**config.mk**
```make
export PLATFORM = sky130hd
export DESIGN_NAME = mmio_uart_tx
export DESIGN_NICKNAME = d
export VERILOG_FILES = /design/src/rtl/mmio_pkg.sv /design/src/rtl/sync_fifo.sv /design/src/rtl/mmio_uart_tx.sv
export SDC_FILE = /design/constraint.sdc
export NUM_CORES = 1
export LEC_CHECK = 0
export CAP_MARGIN = 40
export CELL_PAD_IN_SITES_DETAIL_PLACEMENT = 1
export CELL_PAD_IN_SITES_GLOBAL_PLACEMENT = 2
export CORE_UTILIZATION = 40
export CTS_CLUSTER_DIAMETER = 80
export DETAILED_ROUTE_END_ITERATION = 10
export DONT_BUFFER_PORTS = 1
export MAX_ROUTING_LAYER = met4
export PLACE_DENSITY_LB_ADDON = 0.1
export SYNTH_ARGS = -nofsm -noshare
export SYNTH_HDL_FRONTEND = slang
export SYNTH_HIERARCHICAL = 1
export SYNTH_SLANG_ARGS = --single-unit
export TNS_END_PERCENT = 10
```
**constraint.sdc**
```tcl
create_clock -name clk -period 7.1 [get_ports clk]
set_clock_uncertainty 0.1 [all_clocks]
set_input_delay 1.065 -clock clk [delete_from_list [all_inputs] [get_ports clk]]
set_output_delay 1.065 -clock clk [all_outputs]
set_load 0.05 [all_outputs]
```
**src/rtl/mmio_pkg.sv**
```systemverilog
// Shared constants for the MMIO UART transmitter: address window, register
// selects, STATUS bit layout and serializer state encoding.
package mmio_pkg;

  localparam logic [31:0] MMIO_BASE = 32'hffff_0000;
  localparam logic [31:0] MMIO_HIGH = 32'hffff_0010;

  localparam logic [1:0] REG_DATA   = 2'd0;
  localparam logic [1:0] REG_STATUS = 2'd1;
  localparam logic [1:0] REG_DIV    = 2'd2;
  localparam logic [1:0] REG_RSVD   = 2'd3;

  localparam int unsigned STAT_EMPTY   = 0;
  localparam int unsigned STAT_FULL    = 1;
  localparam int unsigned STAT_BUSY    = 2;
  localparam int unsigned STAT_CNT_LSB = 3;
  localparam int unsigned STAT_CNT_MSB = 6;
  localparam int unsigned STAT_OVF     = 7;

  localparam int unsigned DIV_W  = 16;
  localparam int unsigned BYTE_W = 8;

  typedef enum logic [1:0] {
    S_IDLE  = 2'd0,
    S_START = 2'd1,
    S_DATA  = 2'd2,
    S_STOP  = 2'd3
  } tx_state_e;

  // A zero divisor would never advance the bit timer, so it is treated as 1.
  function automatic logic [DIV_W-1:0] div_sanitize(input logic [DIV_W-1:0] d);
    return (d == '0) ? DIV_W'(1) : d;
  endfunction

endpackage

```
**src/rtl/sync_fifo.sv**
```systemverilog
// Single-clock FIFO with occupancy count; a push is accepted while full when
// a pop happens in the same cycle.
module sync_fifo #(
  parameter  int unsigned WIDTH = 8,
  parameter  int unsigned DEPTH = 4,
  localparam int unsigned AW    = (DEPTH > 1) ? $clog2(DEPTH) : 1,
  localparam int unsigned CW    = AW + 1
) (
  input  logic             clk,
  input  logic             reset,
  input  logic             push,
  input  logic             pop,
  input  logic [WIDTH-1:0] din,
  output logic [WIDTH-1:0] dout,
  output logic             full,
  output logic             empty,
  output logic [CW-1:0]    count
);

  logic [WIDTH-1:0] mem [DEPTH];
  logic [AW-1:0]    wr_ptr;
  logic [AW-1:0]    rd_ptr;
  logic             do_push;
  logic             do_pop;

  assign do_pop  = pop && !empty;
  assign do_push = push && (!full || do_pop);

  always_ff @(posedge clk) begin
    if (do_push) mem[wr_ptr] <= din;
  end

  // Power-of-two depth lets the pointers wrap by natural overflow.
  always_ff @(posedge clk) begin
    if (reset) begin
      wr_ptr <= '0;
      rd_ptr <= '0;
      count  <= '0;
    end else begin
      if (do_push) wr_ptr <= wr_ptr + AW'(1);
      if (do_pop)  rd_ptr <= rd_ptr + AW'(1);
      if (do_push && !do_pop)      count <= count + CW'(1);
      else if (!do_push && do_pop) count <= count - CW'(1);
    end
  end

  assign full  = (count == CW'(DEPTH));
  assign empty = (count == '0);
  assign dout  = mem[rd_ptr];

endmodule

```
**src/rtl/mmio_uart_tx.sv**
```systemverilog
// Memory-mapped 8N1 UART transmitter: DATA/STATUS/DIV registers, a transmit
// FIFO and a serializer that runs frames back to back while data is queued.
module mmio_uart_tx
  import mmio_pkg::*;
#(
  parameter int unsigned       FIFO_DEPTH = 4,
  parameter logic [DIV_W-1:0]  DIV_RESET  = 16'd868
) (
  input  logic        clk,
  input  logic        reset,
  input  logic        we,
  input  logic [1:0]  regsel,
  input  logic [31:0] writedata,
  output logic [31:0] readdata,
  output logic        tx
);

  localparam int unsigned CW    = $clog2(FIFO_DEPTH) + 1;
  localparam int unsigned CNT_F = STAT_CNT_MSB - STAT_CNT_LSB + 1;

  tx_state_e         state, state_d;
  logic [DIV_W-1:0]  clk_cnt, clk_cnt_d;
  logic [2:0]        bit_cnt, bit_cnt_d;
  logic [BYTE_W-1:0] shreg, shreg_d;
  logic [DIV_W-1:0]  div_lat, div_lat_d;
  logic [DIV_W-1:0]  div_q;
  logic              ovf;
  logic              tx_d;
  logic              bit_done;

  logic              data_wr;
  logic              push;
  logic              pop;
  logic              ovf_set;
  logic [BYTE_W-1:0] fifo_dout;
  logic              fifo_full;
  logic              fifo_empty;
  logic [CW-1:0]     fifo_count;
  logic [CNT_F-1:0]  cnt_field;
  logic [31:0]       status;
  logic              unused_wdata;

  assign unused_wdata = ^writedata[31:16];

  sync_fifo #(
    .WIDTH (BYTE_W),
    .DEPTH (FIFO_DEPTH)
  ) u_fifo (
    .clk   (clk),
    .reset (reset),
    .push  (push),
    .pop   (pop),
    .din   (writedata[BYTE_W-1:0]),
    .dout  (fifo_dout),
    .full  (fifo_full),
    .empty (fifo_empty),
    .count (fifo_count)
  );

  // A write into a full FIFO still lands if the serializer pops this cycle.
  assign data_wr = we && (regsel == REG_DATA);
  assign push    = data_wr && (!fifo_full || pop);
  assign ovf_set = data_wr && fifo_full && !pop;

  // Overflow set wins over a simultaneous clear.
  always_ff @(posedge clk) begin
    if (reset) begin
      ovf   <= 1'b0;
      div_q <= div_sanitize(DIV_RESET);
    end else begin
      if (ovf_set) ovf <= 1'b1;
      else if (we && (regsel == REG_STATUS) && writedata[STAT_OVF]) ovf <= 1'b0;
      if (we && (regsel == REG_DIV)) div_q <= div_sanitize(writedata[DIV_W-1:0]);
    end
  end

  always_ff @(posedge clk) begin
    if (reset) begin
      state   <= S_IDLE;
      clk_cnt <= '0;
      bit_cnt <= '0;
      shreg   <= '0;
      div_lat <= div_sanitize(DIV_RESET);
      tx      <= 1'b1;
    end else begin
      state   <= state_d;
      clk_cnt <= clk_cnt_d;
      bit_cnt <= bit_cnt_d;
      shreg   <= shreg_d;
      div_lat <= div_lat_d;
      tx      <= tx_d;
    end
  end

  // Next-state and registered-output logic; tx_d follows the state being entered.
  always_comb begin
    state_d   = state;
    clk_cnt_d = clk_cnt;
    bit_cnt_d = bit_cnt;
    shreg_d   = shreg;
    div_lat_d = div_lat;
    pop       = 1'b0;
    tx_d      = 1'b1;
    bit_done  = (clk_cnt == div_lat - DIV_W'(1));

    unique case (state)
      S_IDLE: begin
        if (!fifo_empty) begin
          pop       = 1'b1;
          state_d   = S_START;
          shreg_d   = fifo_dout;
          div_lat_d = div_q;
          clk_cnt_d = '0;
        end
      end
      S_START: begin
        if (bit_done) begin
          state_d   = S_DATA;
          clk_cnt_d = '0;
          bit_cnt_d = '0;
        end else begin
          clk_cnt_d = clk_cnt + DIV_W'(1);
        end
      end
      S_DATA: begin
        if (bit_done) begin
          clk_cnt_d = '0;
          if (bit_cnt == 3'd7) begin
            state_d = S_STOP;
          end else begin
            bit_cnt_d = bit_cnt + 3'd1;
            shreg_d   = shreg >> 1;
          end
        end else begin
          clk_cnt_d = clk_cnt + DIV_W'(1);
        end
      end
      S_STOP: begin
        if (bit_done) begin
          clk_cnt_d = '0;
          if (!fifo_empty) begin
            pop       = 1'b1;
            state_d   = S_START;
            shreg_d   = fifo_dout;
            div_lat_d = div_q;
          end else begin
            state_d = S_IDLE;
          end
        end else begin
          clk_cnt_d = clk_cnt + DIV_W'(1);
        end
      end
      default: state_d = S_IDLE;
    endcase

    if (state_d == S_START)     tx_d = 1'b0;
    else if (state_d == S_DATA) tx_d = shreg_d[0];
  end

  // Count saturates so a completely full 16-deep FIFO does not read as zero.
  assign cnt_field = (int'(fifo_count) >= (1 << CNT_F)) ? '1 : CNT_F'(fifo_count);

  always_comb begin
    status                            = '0;
    status[STAT_EMPTY]                = fifo_empty;
    status[STAT_FULL]                 = fifo_full;
    status[STAT_BUSY]                 = (state != S_IDLE);
    status[STAT_CNT_MSB:STAT_CNT_LSB] = cnt_field;
    status[STAT_OVF]                  = ovf;
  end

  always_comb begin
    readdata = '0;
    unique case (regsel)
      REG_STATUS:         readdata = status;
      REG_DIV:            readdata = {16'b0, div_q};
      REG_DATA, REG_RSVD: readdata = '0;
      default:            readdata = '0;
    endcase
  end

endmodule

```
==> flow_summary.json, run 1 <==
{
  "vias_per_cell": 5.73,
  "netSwitchingFraction": 0.394,
  "path_class": "reg -> reg",
  "clkTransAtPathRegs_ns": 0.08,
  "status": "complete, no violations",
  "fin_crit_ns": 5.42,
  "ys_warn_count": 6,
  "worstMarginPinSlew_ns": 0.861,
  "fin_cells": 755,
  "core_area_um2": 13500,
  "dpl.cell_count": 739,
  "htree_levels": 3,
  "whs_path_depth": 2,
  "ys_seq_elements": 104,
  "routedWlPerCell_um": 18.6,
  "synthFlopType": "dfxtp_1",
  "yosys.area.top_type": "dfxtp_1",
  "drc": 0,
  "boundaryPins": 70,
  "diodes": 0,
  "grtUsageMet1": 0.287,
  "port-buffer-count": 0,
  "syn-mean-instance-area_um2": 9.37,
  "endpoint_kind": "register",
  "syn_to_final_growth_pct": 6.16,
  "synth_edf_count": 32,
  "grt_max_degree": 75,
  "pre_cts_ws_ns": 1.67,
  "first_global_vias": 4377,
  "drt_iter0_markers": 195,
  "insertion_delay_ns": 0.36,
  "critPathMaxStageDelay_ns": 0.67,
  "ctsResizeCount": 0,
  "rsz0062_at_grt": "false",
  "sequentialPowerShare": 0.390,
  "post-route-worst-setup-slack_ns": 1.68,
  "cellPowerDensity_nw_per_um2": 334,
  "synthCells": 600,
  "gp_congestion": 0.808,
  "worstRegToRegCells": 16,
  "yosysTopAreaCellShare": 0.256,
  "period_share": 0.764,
  "critical_path_required_ns": 7.29,
  "met3_usage": 0.0307,
  "die_height_um": 121,
  "synthTopCellsByArea": "dfxtp_1, edfxtp_1, a21oi_1",
  "overflow": 0,
  "start_util": 0.418,
  "cts_tree": "done",
  "use_met2": 0.324,
  "rows": 42,
  "syn-cell-area_um2": 5620,
  "crit_chain": "or4_1, or4_1, nor4b_4, xnor2_1, a211oi_1, buf_4, a41oi_1, nand2b_1, a21oi_1, a21boi_2, ha_1, inv_1, fa_1, xor2_1, or3_2, a21oi_1",
  "grt_busiest_layer": "met2",
  "cts_root_buf": "clkbuf_16",
  "nets": 627,
  "fillerInstances": 1553,
  "clock_path_buffers": 2,
  "yosysMostFrequentCell": "dfxtp_1",
  "power.internal_mw": 1.21,
  "drv_cap": 0,
  "final-max-slew-violation-count": 0,
  "startpoint_type": "register",
  "clock.fmax_mhz": 184,
  "cts.sinks": 104,
  "combPwrFrac": 0.357,
  "peakVddDrop_uv": 131,
  "hold_viol_final": 0,
  "die-area_um2": 14500,
  "cp_max_fo": 9,
  "p_clk_frac": 0.253,
  "grt_pass1_wl_mm": 23.3,
  "cp_slowest_cell": "or4_1",
  "leakagePower_nw": 2.27,
  "ant_nets": 0,
  "grt_use_total": 0.212,
  "setup_violations": 0,
  "fp.dieW_um": 121,
  "r2r_start": "div_lat[2]",
  "setup_tns_ns": 0,
  "rr_endpoint": "u_fifo/count[2]",
  "dp_hpwl_mm": 10.3,
  "drt-total-wl_mm": 14.0,
  "async_flop_share": 0,
  "seq_area_frac_synth": 0.427,
  "worstPathArrival_ns": 5.62,
  "synthTopCellsByCount": "dfxtp_1, nand2_1, nor2_1",
  "switchingPower_uw": 786,
  "ctsHoldBuffers": 0,
  "num_vias": 4324,
  "hold_path_end": "ovf",
  "antenna_found_initial": 0,
  "drive_above_1_share": 0.0777,
  "cts_setup_buffers": 0,
  "cts_buffers": 9,
  "synth.distinct_cells": 68,
  "r2r_setup_slack_ns": 1.68,
  "hold_path.class": "reg -> reg",
  "relSlewSlack": 0.419,
  "drtPass1Iterations": 4,
  "min_from": "ovf"
}
[final cells by class]
cell class                 count  area (um^2)  area share
tap                          176          220      0.0369
clock buffer                   9          225      0.0377
inverter                      16         60.1      0.0101
clock inverter                 7         81.3      0.0136
multi-input combinational    437         2930       0.491
sequential                   104         2400       0.402
timing repair buffer           6         52.6     0.00880
[routing by layer]
metal | part of all wire | vias up | wire, um
li1 | - | 2081 | -
met3 | 0.035 | 13 | 486
met4 | 0.015 | 0 | 208
met1 | 0.49 | 2138 | 6900
met2 | 0.46 | 92 | 6420
met5 | 0 | - | 0
[per-stage QoR]
step	total power, mW	area, um^2	utilization	hold WS (ns)
2_1_floorplan	1.33	5680	-	0.336
3_3_place_gp	1.46	5630	0.419	0.343
3_5_place_dp	1.50	5660	0.421	0.351
4_1_cts	2.01	5970	0.444	0.360
5_1_grt	2.12	5970	0.444	0.386
6_report	1.99	5970	0.444	0.360
[placed cells by master (no fill, tap or decap), types with 12 or more instances in the layout]
cell	instances
o21ai_0	12
nor3_1	19
edfxtp_1	32
nor2_1	54
ha_1	15
xnor2_1	15
mux2i_1	21
nand2_1	55
inv_1	16
and2_1	17
a21oi_1	43
conb_1	16
dfxtp_1	72
[cells by family (layout without fill, tap and decap cells)]
logic type	count (synthesis)	after routing	synth area share
multiplexers	30	30	0.0721
buffers and inverters	74	38	0.0630
XOR/XNOR	25	25	0.0389
adder cells (fa/ha/maj)	16	16	0.0369
flip-flops	104	104	0.427
AO/OA/AOI/OAI	129	129	0.158
other	1	16	0.000667
AND/OR/NAND/NOR	221	221	0.203
[registers in the layout, indices dropped and copies added (netlist names), 3 cells and up, named ones only]
| signal | flops |
|---|---|
| div_q | 16 |
| u_fifo/mem | 32 |
| clk_cnt | 16 |
| u_fifo/count | 3 |
| shreg | 8 |
| div_lat | 16 |
| bit_cnt | 3 |
[how the worst max path moves through the flow]
stage	depth (start not counted)	slack, ns	startpoint	end
detailed placement	16	1.67	div_lat[2]	u_fifo/count[2]
global route	16	1.35	div_lat[2]	u_fifo/count[2]
global placement	16	1.84	div_lat[2]	u_fifo/count[2]
finish	16	1.68	div_lat[2]	u_fifo/count[2]
floorplan	18	2.14	div_lat[3]	u_fifo/count[2]
CTS	16	1.66	div_lat[2]	u_fifo/count[2]
[power groups by stage]
stage	clock, mW	sequential (mW)	combinational [mW]
floorplan	0	0.739	0.587
global placement	0	0.789	0.672
detailed placement	0	0.793	0.710
CTS	0.521	0.779	0.714
global route	0.546	0.791	0.788
finish	0.503	0.778	0.712
[worst max-delay path, delay by kind of cell (launching register included)]
family	cells	cell delay (ns)
adders and majority gates	2	0.63
DFF	1	0.39
buffers and inverters	2	0.27
AOI/OAI and AO/OA	5	1.32
xor gates and xnor gates	2	0.27
and+or+nand+nor	5	2.39
Note: power is estimated with default switching activity, not from simulation.
==> inputs of run 2 (changes only) <==
--- a/config.mk
+++ b/config.mk
@@ -8,7 +8,7 @@
 export CAP_MARGIN = 40
 export CELL_PAD_IN_SITES_DETAIL_PLACEMENT = 1
 export CELL_PAD_IN_SITES_GLOBAL_PLACEMENT = 2
-export CORE_UTILIZATION = 40
+export CORE_UTILIZATION = 36
 export CTS_CLUSTER_DIAMETER = 80
 export DETAILED_ROUTE_END_ITERATION = 10
 export DONT_BUFFER_PORTS = 1
==> constraint.sdc (replaced) <==
create_clock -name clk -period 4.77 [get_ports clk]
set_clock_uncertainty 0.1 [all_clocks]
set_input_delay 0.7155 -clock clk [delete_from_list [all_inputs] [get_ports clk]]
set_output_delay 0.7155 -clock clk [all_outputs]
set_load 0.05 [all_outputs]
==> run 2 against run 1 <==
Against the previous run: global-route usage down 1.6 points; sequential cell count unchanged; cell count up 2.8%; sequential share of layout area down 0.66 points; sequential power up 48%; non-clock buffer count up 9; cell area up 1.7%; utilization down 4.4 points; critical path depth down 1; combinational power up 52%; via count down 0.69%; clock power up 56%.
==> flow_summary.json, run 2 (synthesis gave the netlist of run 1 again) <==
{
  "netSwitchingFraction": 0.387,
  "syn_to_final_growth_pct": 7.94,
  "dp_hpwl_mm": 10.5,
  "final-max-slew-violation-count": 0,
  "critical_path_required_ns": 4.96,
  "largest_reg_flops": 32,
  "routedWlPerCell_um": 18.6,
  "rsz0062_at_grt": "false",
  "endpoint_kind": "register",
  "insertion_delay_ns": 0.35,
  "start_util": 0.370,
  "antenna_found_initial": 0,
  "relSlewSlack": 0.540,
  "startpoint_type": "register",
  "boundaryPins": 70,
  "setup_violations": 0,
  "clock.fmax_mhz": 224,
  "cp_max_fo": 5,
  "diodes": 0,
  "grt_pass1_wl_mm": 23.6,
  "cellPowerDensity_nw_per_um2": 497,
  "core_area_um2": 15200,
  "power.internal_mw": 1.85,
  "nets": 636,
  "p_clk_frac": 0.260,
  "drt-total-wl_mm": 14.4,
  "setup_tns_ns": 0,
  "ant_nets": 0,
  "clock_path_buffers": 2,
  "leakagePower_nw": 2.31,
  "mostFrequentLayoutCell": "dfxtp_1",
  "gp_congestion": 0.813,
  "cts_tree": "done",
  "status": "complete, no violations",
  "period_share": 0.936,
  "largest_register": "u_fifo/mem",
  "worstPathArrival_ns": 4.66,
  "sequentialPowerShare": 0.382,
  "grt_max_degree": 75,
  "drc": 0,
  "final_cell_mix": "dfxtp_1, nand2_1, nor2_1, a21oi_1, edfxtp_1",
  "fp.dieW_um": 127,
  "overflow": 0,
  "vias_per_cell": 5.53,
  "drt_iter0_markers": 296,
  "cts.sinks": 104,
  "die-area_um2": 16100,
  "r2r_setup_slack_ns": 0.30,
  "dpl.cell_count": 760,
  "peakVddDrop_uv": 232,
  "clkTransAtPathRegs_ns": 0.08,
  "worstMarginPinSlew_ns": 0.688,
  "num_vias": 4294,
  "fin_cells": 776,
  "fin_crit_ns": 4.47,
  "path_class": "reg -> reg",
  "drive_above_1_share": 0.0969,
  "cts_root_buf": "clkbuf_16",
  "die_height_um": 127,
  "port-buffer-count": 0,
  "hold_viol_final": 0,
  "cts_buffers": 9,
  "hold_path.class": "in -> reg",
  "utilization": 0.399,
  "drtPass1Iterations": 4,
  "switchingPower_mw": 1.17,
  "hold_ws_ns": 0.331,
  "rows": 45,
  "first_global_vias": 4333,
  "htree_levels": 3,
  "combPwrFrac": 0.358,
  "cts_setup_buffers": 0,
  "grt_use_total": 0.196,
  "drv_cap": 0
}
[run 2: changes by cell type in the layout (fill, tap and decap cells not counted), sizes merged]
| cell | before | now |
|---|---|---|
| bufinv | 0 | 1 |
| clkinv | 4 | 3 |
| buf | 6 | 15 |
| inv | 19 | 18 |
| clkinvlp | 0 | 1 |
[run 2: power by group through the flow]
stage               logic, mW  clock network [mW]  registers [mW]
floorplan               0.877                   0            1.10
global placement         1.06                   0            1.17
detailed placement       1.08                   0            1.17
CTS                      1.08               0.814            1.15
global route             1.19               0.846            1.17
finish                   1.08               0.784            1.15
[run 2: what timing repair did]
action,in CTS,in global routing
endpoints found under the hold margin,0,0
resized for setup,0,1
hold buffers,0,0
endpoints found under the setup margin,0,1
[run 2: metrics by stage]
step / power [mW] / worst slack [ns] / area [um^2]
2_1_floorplan: 1.98 / 0.0486 / 5690
3_3_place_gp: 2.23 / 0.272 / 5740
3_5_place_dp: 2.25 / 0.182 / 5750
4_1_cts: 3.05 / 0.148 / 6070
5_1_grt: 3.22 / 0.0330 / 6070
6_report: 3.02 / 0.303 / 6070
[run 2: area by class of cell]
type                       count  area (um^2)
clock buffer                   9          225
clock inverter                 7         90.1
fill                        1745         9130
inverter                      16         60.1
multi-input combinational    437         2950
sequential                   104         2400
tap                          188          235
timing repair buffer          15          113
[run 2: final timing paths]
path,cells after the start,start,endpoint
worst max-delay path,15,div_lat[4],u_fifo/count[2]
worst min-delay path,1,reset,div_q[14]
worst max register to register,15,div_lat[4],u_fifo/count[2]
worst min register to register,2,ovf,ovf
[run 2: worst max-delay path, stage by stage, from the launching register on]
cell and delay [ns]:
dfxtp_1 0.37, or4_1 0.50, or4_4 0.49, nor4b_4 0.28, xnor2_1 0.13, a211oi_2 0.35, a41oi_2 0.18, nand2b_1 0.26
a21oi_1 0.17, a21boi_2 0.19, ha_1 0.22, inv_1 0.07, fa_1 0.39, xor2_1 0.17, or3_2 0.41, a21oi_1 0.14
[run 2: layer usage]
metal	share of wire	track usage
met3	0.036	0.0343
met5	0	-
met2	0.46	0.297
met1	0.50	0.270
met4	0.0031	0.0490
==> inputs of run 3 (changes only) <==
--- a/config.mk
+++ b/config.mk
@@ -5,10 +5,11 @@
 export SDC_FILE = /design/constraint.sdc
 export NUM_CORES = 1
 export LEC_CHECK = 0
-export CAP_MARGIN = 40
+export ABC_AREA = 1
+export CAP_MARGIN = 20
 export CELL_PAD_IN_SITES_DETAIL_PLACEMENT = 1
 export CELL_PAD_IN_SITES_GLOBAL_PLACEMENT = 2
-export CORE_UTILIZATION = 36
+export CORE_UTILIZATION = 33
 export CTS_CLUSTER_DIAMETER = 80
 export DETAILED_ROUTE_END_ITERATION = 10
 export DONT_BUFFER_PORTS = 1
==> run 3 against run 2 <==
Against the previous run: fmax increased by 7.7%; register-to-register slack better by 0.32 ns; first-iteration DRC count down 29%; non-clock buffer count down 8; sequential share of layout area is 1.5 points lower; count of clock-buffer cells in the layout did not move; synthesized cell count up 31%; global-route usage down 0.28 points; critical path type unchanged; largest power group is now combinational logic.
==> flow_summary.json, run 3 <==
{
  "status": "complete, no violations",
  "cp_max_fo": 8,
  "critPathCapture": "u_fifo/count[2]",
  "hold_path.class": "in -> reg",
  "syn-mean-instance-area_um2": 7.43,
  "period_share": 0.869,
  "rows": 48,
  "clock.fmax_mhz": 241,
  "worstPathArrival_ns": 4.31,
  "synthTopCellsByArea": "dfxtp_1, edfxtp_1, nand2_1",
  "netSwitchingFraction": 0.437,
  "largest_register": "u_fifo/mem",
  "syn-cell-area_um2": 5830,
  "mostFrequentLayoutCell": "nand2_1",
  "port-buffer-count": 0,
  "fp.dieW_um": 135,
  "drv_cap": 0,
  "start_util": 0.337,
  "crit_family": "simple AND/OR/NAND/NOR gates",
  "setup_tns_ns": 0,
  "ctsResizeCount": 0,
  "largest_reg_flops": 32,
  "drt-total-wl_mm": 16.3,
  "cp_slowest_cell": "fa_1",
  "fin_crit_ns": 4.15,
  "critPathMaxStageDelay_ns": 0.39,
  "drtPass1Iterations": 4,
  "seq_area_frac_synth": 0.412,
  "crit_cells": 26,
  "synth_edf_count": 32,
  "first_global_vias": 4994,
  "dpl.cell_count": 994,
  "grt_use_total": 0.193,
  "ctsHoldBuffers": 0,
  "startpoint_type": "register",
  "cts_tree": "done",
  "grt_max_degree": 35,
  "path_class": "reg -> reg",
  "cts_buffers": 9,
  "fillerInstances": 2184,
  "utilization": 0.365,
  "async_flop_share": 0,
  "leakagePower_nw": 2.62,
  "dp_hpwl_mm": 12.3,
  "routedWlPerCell_um": 16.1,
  "ff_latch_area_um2": 2400,
  "drive_above_1_share": 0.0789,
  "antenna_found_initial": 0,
  "synth.distinct_cells": 44,
  "final_cell_mix": "nand2_1, inv_1, nor2_1, dfxtp_1, a21oi_1",
  "sequentialPowerShare": 0.363,
  "htree_levels": 3,
  "cp_num_buf_inv": 6,
  "worstMarginPinSlew_ns": 1.08,
  "cpMostUsedCell": "nand2_1",
  "synthTopCellsByCount": "nand2_1, inv_1, nor2_1",
  "yosysMostFrequentCell": "nand2_1",
  "cts.sinks": 104,
  "nets": 834,
  "switchingPower_mw": 1.40,
  "cellPowerDensity_nw_per_um2": 506,
  "synthCells": 784,
  "final-max-slew-violation-count": 0,
  "r2r_start": "div_lat[0]",
  "insertion_delay_ns": 0.36,
  "gp_congestion": 0.771,
  "rr_endpoint": "u_fifo/count[2]",
  "stdcell_area_um2": 6310,
  "cts_setup_buffers": 0,
  "fin_cells": 1011,
  "multiInputGateArea_um2": 2860,
  "vias_per_cell": 4.94,
  "clock_path_buffers": 2,
  "core_area_um2": 17300,
  "drt_iter0_markers": 209,
  "grt_pass1_wl_mm": 26.2,
  "peakVddDrop_uv": 245,
  "placed_area_um2": 5980,
  "overflow": 0,
  "p_clk_frac": 0.251,
  "ys_seq_elements": 104,
  "worstRegToRegCells": 26,
  "hold_viol_final": 0,
  "clkTransAtPathRegs_ns": 0.08,
  "endpoint_kind": "register",
  "startpoint": "div_lat[0]",
  "r2r_setup_slack_ns": 0.62,
  "ant_nets": 0,
  "yosysTopAreaCellShare": 0.247,
  "setup_violations": 0,
  "diodes": 0,
  "syn_to_final_growth_pct": 8.24,
  "ys_warn_count": 6,
  "die_height_um": 135,
  "rsz0062_at_grt": "false",
  "drc": 0,
  "cts_root_buf": "clkbuf_16",
  "power.internal_mw": 1.80,
  "die-area_um2": 18200,
  "hold_ws_ns": 0.317,
  "num_vias": 4998,
  "critical_path_required_ns": 4.93,
  "combPwrFrac": 0.386,
  "yosys.area.top_type": "dfxtp_1",
  "relSlewSlack": 0.276,
  "boundaryPins": 70,
  "synthFlopType": "dfxtp_1"
}
-- run 3: cell count changes after synthesis, moves of 21 or more --
cell,change
inv_1,+83
mux2i_1,-21
nand2_1,+104
nand3_1,+42
nor2_1,+44
o21ai_0,+38
-- run 3: area by class of cell --
type	count	share of cell area
Multi-Input combinational cell	555	0.453
Clock inverter	7	0.0141
Inverter	104	0.0619
Sequential cell	104	0.381
Clock buffer	9	0.0357
Timing Repair Buffer	7	0.00952
Tap cell	225	0.0446
-- run 3: how the worst min path moves through the flow --
stage | start | endpoint | slack, ns | cells past startpoint
floorplan | div_q[1] | div_q[1] | 0.35 | 2
global placement | bit_cnt[1] | bit_cnt[1] | 0.35 | 2
detailed placement | bit_cnt[2] | bit_cnt[2] | 0.36 | 2
CTS | reset | clk_cnt[11] | 0.30 | 1
global route | reset | clk_cnt[11] | 0.30 | 1
finish | reset | u_fifo/count[0] | 0.32 | 1
-- run 3: layer usage --
metal  vias up  routed length [um]  track usage
li1       2518                   -            -
met1      2404                8140        0.259
met2        67                7490        0.301
met3         9                 470       0.0357
met4         0                 150       0.0412
met5         -                   0            -
-- run 3: power by group through the flow --
stage	sequential (mW)	clock [mW]	combinational [mW]
after global routing	1.18	0.859	1.41
after floorplan	1.13	0	1.02
final	1.16	0.801	1.23
after detailed placement	1.18	0	1.24
after global placement	1.18	0	1.21
after CTS	1.16	0.831	1.25
-- run 3: cell families after synthesis --
logic type	share of synthesized area
compound gates	0.144
buf+inv	0.107
other cells	0.000643
fa+ha+maj	0.0356
flops	0.412
xor+xnor	0.0283
simple gates	0.272
-- run 3: metrics by stage --
stage	worst slack [ns]	total power, mW
finish	0.624	3.19
global route	0.242	3.44
CTS	0.522	3.24
detailed placement	0.549	2.42
global placement	0.657	2.38
floorplan	1.33	2.15
